File: config.mk
export PLATFORM = sky130hd
export DESIGN_NAME = l2_cache_control
export DESIGN_NICKNAME = d
export VERILOG_FILES = /design/src/rtl/l2_cache_control.sv
export SDC_FILE = /design/constraint.sdc
export NUM_CORES = 1
export LEC_CHECK = 0
export CAP_MARGIN = 20
export CORE_AREA = 2 2 634 636
export CTS_CLUSTER_DIAMETER = 50
export DETAILED_ROUTE_END_ITERATION = 10
export DIE_AREA = 0 0 636 638
export RECOVER_POWER = 100
export SKIP_LAST_GASP = 1
export SYNTH_ARGS = -nofsm -noshare
export SYNTH_HDL_FRONTEND = slang
export SYNTH_SLANG_ARGS = --single-unit
File: constraint.sdc
create_clock -name clk -period 5.2 [get_ports clk]
set_input_delay 1.04 -clock clk [delete_from_list [all_inputs] [get_ports clk]]
set_output_delay 1.04 -clock clk [all_outputs]
set_load 0.05 [all_outputs]
File: src/rtl/l2_cache_control.sv
// l2_cache_control: direct-mapped L2 controller, 16 sets x one WIDTH-bit line.
// Tracks tag/valid/dirty and drives the external data array and physical memory.
//
// Ports:
//   clk, rst_n                      clock, async active-low reset
//   mem_read/mem_write/mem_address  upstream request (held until mem_resp)
//   mem_wdata, mem_rdata, mem_resp  upstream line data and completion pulse
//   pmem_read/pmem_write            physical memory line read / writeback
//   pmem_address, pmem_wdata        line-aligned address, writeback line
//   pmem_rdata, pmem_resp           fill line, memory completion
//   arr_write/arr_index             data array write enable and set index
//   arr_datain, arr_dataout         data array write / combinational read data
//   hit_count/miss_count/writeback_count  (only with L2_PERF_CNT_EN defined)
//
// Optional feature macro: L2_PERF_CNT_EN (saturating performance counters).
module l2_cache_control #(
    parameter int WIDTH  = 256,
    parameter int ADDR_W = 32
) (
    input  logic              clk,
    input  logic              rst_n,
    input  logic              mem_read,
    input  logic              mem_write,
    input  logic [ADDR_W-1:0] mem_address,
    input  logic [WIDTH-1:0]  mem_wdata,
    output logic [WIDTH-1:0]  mem_rdata,
    output logic              mem_resp,
    output logic              pmem_read,
    output logic              pmem_write,
    output logic [ADDR_W-1:0] pmem_address,
    output logic [WIDTH-1:0]  pmem_wdata,
    input  logic [WIDTH-1:0]  pmem_rdata,
    input  logic              pmem_resp,
    output logic              arr_write,
    output logic [3:0]        arr_index,
    output logic [WIDTH-1:0]  arr_datain,
    input  logic [WIDTH-1:0]  arr_dataout
`ifdef L2_PERF_CNT_EN
    ,
    output logic [31:0]       hit_count,
    output logic [31:0]       miss_count,
    output logic [31:0]       writeback_count
`endif
);

    localparam int TAG_W = ADDR_W - 9;

    typedef enum logic [1:0] {
        S_IDLE,
        S_COMPARE,
        S_WRITEBACK,
        S_ALLOCATE
    } state_t;

    state_t           r_state;
    logic [TAG_W-1:0] r_tag [16];
    logic [15:0]      r_valid;
    logic [15:0]      r_dirty;

    logic [3:0]       w_idx;
    logic [TAG_W-1:0] w_tag;
    logic             w_req;
    logic             w_hit;
    logic             w_fill;
    logic             w_unused;

    assign w_idx    = mem_address[8:5];
    assign w_tag    = mem_address[ADDR_W-1:9];
    assign w_req    = mem_read | mem_write;
    assign w_hit    = r_valid[w_idx] && (r_tag[w_idx] == w_tag);
    assign w_fill   = (r_state == S_ALLOCATE) && pmem_resp;
    // Byte offset is irrelevant to a full-line cache.
    assign w_unused = ^mem_address[4:0];

    assign mem_rdata  = arr_dataout;
    assign pmem_wdata = arr_dataout;
    assign arr_index  = w_idx;

    always_comb begin
        mem_resp     = 1'b0;
        pmem_read    = 1'b0;
        pmem_write   = 1'b0;
        pmem_address = '0;
        arr_write    = 1'b0;
        arr_datain   = '0;
        unique case (r_state)
            S_COMPARE: begin
                if (w_req && w_hit) begin
                    mem_resp = 1'b1;
                    // A simultaneous read+write is treated as a write.
                    if (mem_write) begin
                        arr_write  = 1'b1;
                        arr_datain = mem_wdata;
                    end
                end
            end
            S_WRITEBACK: begin
                pmem_write   = 1'b1;
                pmem_address = {r_tag[w_idx], w_idx, 5'b0};
            end
            S_ALLOCATE: begin
                pmem_read    = 1'b1;
                pmem_address = {w_tag, w_idx, 5'b0};
                if (pmem_resp) begin
                    arr_write  = 1'b1;
                    arr_datain = pmem_rdata;
                end
            end
            default: begin
            end
        endcase
    end

    always_ff @(posedge clk or negedge rst_n) begin
        if (!rst_n) begin
            r_state <= S_IDLE;
            r_valid <= '0;
            r_dirty <= '0;
        end else begin
            unique case (r_state)
                S_IDLE: begin
                    if (w_req) r_state <= S_COMPARE;
                end
                S_COMPARE: begin
                    if (!w_req) begin
                        r_state <= S_IDLE;
                    end else if (w_hit) begin
                        r_state <= S_IDLE;
                        if (mem_write) r_dirty[w_idx] <= 1'b1;
                    end else if (r_dirty[w_idx]) begin
                        r_state <= S_WRITEBACK;
                    end else begin
                        r_state <= S_ALLOCATE;
                    end
                end
                S_WRITEBACK: begin
                    if (pmem_resp) r_state <= S_ALLOCATE;
                end
                S_ALLOCATE: begin
                    if (pmem_resp) begin
                        r_state        <= S_COMPARE;
                        r_valid[w_idx] <= 1'b1;
                        r_dirty[w_idx] <= 1'b0;
                    end
                end
                default: r_state <= S_IDLE;
            endcase
        end
    end

    // Tags need no reset: valid bits gate every use.
    always_ff @(posedge clk) begin
        if (w_fill) r_tag[w_idx] <= w_tag;
    end

`ifdef L2_PERF_CNT_EN
    logic [31:0] r_hit_cnt;
    logic [31:0] r_miss_cnt;
    logic [31:0] r_wb_cnt;
    logic        w_cmp;

    assign w_cmp           = (r_state == S_COMPARE) && w_req;
    assign hit_count       = r_hit_cnt;
    assign miss_count      = r_miss_cnt;
    assign writeback_count = r_wb_cnt;

    always_ff @(posedge clk or negedge rst_n) begin
        if (!rst_n) begin
            r_hit_cnt  <= '0;
            r_miss_cnt <= '0;
            r_wb_cnt   <= '0;
        end else begin
            if (w_cmp && w_hit && (r_hit_cnt != '1))
                r_hit_cnt <= r_hit_cnt + 32'd1;
            if (w_cmp && !w_hit && (r_miss_cnt != '1))
                r_miss_cnt <= r_miss_cnt + 32'd1;
            // Writeback entry is exactly a dirty miss in COMPARE.
            if (w_cmp && !w_hit && r_dirty[w_idx] && (r_wb_cnt != '1))
                r_wb_cnt <= r_wb_cnt + 32'd1;
        end
    end
`endif

endmodule

==> flow_summary.yaml <==
finish:
  final_nets: 3311
  nFillCells: 45200
  multiInputGateArea_mm2: 0.00826
  syn2layout_area_growth_pct: 81.1
  seq_area_mm2: 0.0119
  drive_above_1_share_pct: 37.2
  fin_util_pct: 10.9
  fin_cells: 7871
  stdcell_area_mm2: 0.0434
critical_path:
  required_ps: 4160
  critPathSlowestCell: "mux4_2"
  criticalPathCategory: "primary input to primary output"
  worstSetupStartpointType: "primary input"
  rr_startpoint: "r_tag[11][16]"
  cp_max_fo: 14
  worstPathArrival_ps: 4760
  crit_buf_inv: 7
  reg2reg_depth: 11
  end_kind: "primary output"
  path_cells: "buf_16 > buf_8 > mux4_2 > xnor2_4 > nand4_1 > a32oi_2 > o2111ai_2 > or4_4 > nor2_4 > and4_4 > buf_12 > clkbuf_16 > buf_16 > buf_4 > a22o_4 > buf_12"
  max_stage_delay_ps: 570
  rrSetupSlack_ps: 1900
  path_delay_family: "buffers and inverters"
routing:
  viasPerCell: 2.62
  drcViolationCount: 0
  postRouteAntennaNets: 0
  wire_per_inst_um: 42.2
  drtIter0Drc: 1921
  drt-total-wl_um: 333000
  firstDrtPassIters: 6
  vias: 20600
logic_synthesis:
  seq_area_frac_synth_pct: 49.7
  ys_ff_latch: 402
  netlist-cell-type-count: 70
  synthArstFlopShare_pct: 8.46
  yosys_warnings: 0
  avgSynthCellArea_um2: 12.7
  syn_area_mm2: 0.0239
  synth_edf_count: 368
  ys.flop_type: "edfxtp_1"
  postSynthCellCount: 1889
placed_design:
  dpl.cell_count: 7667
  dpl.hpwl_um: 294000
  placed_cell_area_mm2: 0.0399
  io_buffer_count: 834
  place.gp.congestion: 0.996
die:
  die-height_um: 638
  core_mm2: 0.399
  dieArea_mm2: 0.406
  ios: 1613
  die_x_um: 636
  start_util_pct: 6.01
  row_count: 232
worst_hold_path:
  hold_path_depth: 1
  min_to: "r_valid[3]"
  hold_path.class: "flop to flop"
  min-delay-start: "r_valid[3]"
sta:
  finalSetupViolCount: 257
  maxClockFrequency_ghz: 0.172
  finalCritPeriodShare_pct: 112
  timing.final.ws_setup_ps: -601
  drv_slew: 35
  slew-limit-headroom_pct: -54.3
  period_needed_ps: 5800
  skew_ps: 23.1
  worstMarginPinSlew_ps: 2310
  finalSetupTns_ps: -111650
  rsz0062_at_grt: "true"
  hold_violations: 0
  whs_ps: 463
status:
  violations: "capacitance limit, slew limit, setup timing"
  status: "finished with violations"
clock_tree:
  clk_pin_slew_worst_paths_ps: 60
  clkLatencyLatePin_ps: 580
  cts_root_buf: "clkbuf_16"
  h-tree-depth: 2
  cts_sinks: 402
  cts_buffers: 45
  holdBufCountCts: 0
  cts_tree: "yes"
  cts_buffer_depth: 3
grt:
  grt_pass1_wl_um: 373000
  grt-ovfl-total: 0
  grt_max_degree: 84
  grt_use_total_pct: 15.5
  grt_pass1_vias: 19400
  antenna_found_initial: 98
power_and_ir_drop:
  p_leak_nw: 14.4
  power_density_mw_per_mm2: 270
  ir_drop_v: 0.000219
run:
  maxCapViolations: 1
-- layout make-up --
cell class                 count  area share, %
inverter                      35          0.303
multi-input combinational    815           19.1
antenna                       70          0.404
clock inverter                27          0.652
sequential                   402           27.5
tap                         5265           15.2
clock buffer                  54           2.72
timing repair buffer        1203           34.2
-- sequential cells by signal, indices dropped and copies added, names as in the netlist, named ones only --
name	flops
r_valid	16
r_state	2
r_tag	368
-- layout by cell type (no fill, tap or decap), types with 10 or more instances in the layout --
master	Yosys	final
buf_6	24	15
or2_2	19	19
a22o_1	266	166
nor2_1	34	21
mux2_2	29	29
o21ai_0	28	27
o22ai_1	20	17
nor2_2	1	10
mux2i_1	69	64
buf_4	528	252
buf_12	1	312
mux4_2	58	58
xnor2_1	12	10
dlygate4sd3_1	0	24
clkdlybuf4s50_1	0	525
a32o_1	10	10
buf_16	0	16
clkbuf_1	52	43
a22o_4	0	96
a22oi_1	39	34
edfxtp_1	368	368
clkinv_1	0	12
diode_2	0	70
dfrtp_1	34	34
o211ai_1	14	14
inv_1	35	35
clkbuf_16	0	59
nand2_1	65	64
-- where the power goes --
group,internal [mW],switching [mW]
registers,3.67,0.0699
logic,2.00,2.80
clock network,1.87,1.30
-- cells in the mapped netlist (4+ instances only) --
library cell  instances  area share, %
or3_1                 5           0.13
o211ai_1             14           0.44
nand3_1               9           0.19
mux2i_1              69            2.9
o2111ai_1             9           0.33
a21oi_1               9           0.19
nand2b_1              7           0.18
a22o_1              266            9.7
a32oi_1               4           0.15
buf_1                 9           0.14
mux4_2               58            5.5
nand2_1              65            1.0
mux2_2               29            1.4
dfrtp_1              34            3.6
buf_2                14           0.29
or2_2                19           0.50
ha_1                  4           0.21
o31ai_1               4           0.13
nor2b_1               9           0.24
clkbuf_1             52           0.82
edfxtp_1            368             46
nor3_1               11           0.23
xor2_1                9           0.33
inv_1                35           0.55
and2_1                7           0.18
a22oi_1              39            1.2
xnor2_1              12           0.44
o22ai_1              20           0.52
a32o_1               10           0.42
nand4_1               4           0.10
o21ai_0              28           0.59
buf_6                24            1.1
nor2_1               34           0.53
buf_8                13           0.82
buf_4               528             17
mux2_1                8           0.38
-- per-layer routing --
metal  global-route usage [%]  vias to the layer above  wire, um  part of all wire [%]
li1                         -                     7986         -                     -
met1                     10.1                    10000     75900                    23
met2                     25.4                     2093    156000                    47
met3                     16.2                      458     73900                    22
met4                     10.4                       30     24800                   7.5
met5                     3.07                        -      1790                  0.54
-- logic make-up after synthesis --
group / share of synthesized area (%)
buffers and inverters: 20.4
AO/OA/AOI/OAI: 14.9
flip-flops: 49.7
AND/OR/NAND/NOR: 3.74
multiplexers: 10.2
XOR/XNOR: 0.768
adder cells (fa/ha/maj): 0.209
other: 0.0157
-- per-stage QoR --
step	worst slack, ps	power (mW)
after floorplan	153	6.67
after global placement	-1220	8.52
after CTS	-682	11.7
after detailed placement	-1210	8.52
after global routing	-651	12.0
final	-601	11.7
-- worst max-delay path by stage --
stage,startpoint,endpoint,cells after the start
4_1_cts,mem_address[5],arr_datain[182],16
3_3_place_gp,mem_address[5],arr_datain[87],14
5_1_grt,mem_address[6],arr_datain[232],20
6_report,mem_address[5],arr_datain[240],16
2_1_floorplan,mem_address[5],arr_datain[117],14
3_5_place_dp,mem_address[5],arr_datain[87],14
-- what timing repair did --
item	4_1_cts	5_1_grt
buffers inserted	10	35
hold endpoints to repair	0	0
gates resized for setup	43	185
pin swaps	1	15
cloned	2	14
setup endpoints to repair	258	257
Power figures use the tool's default switching activity.
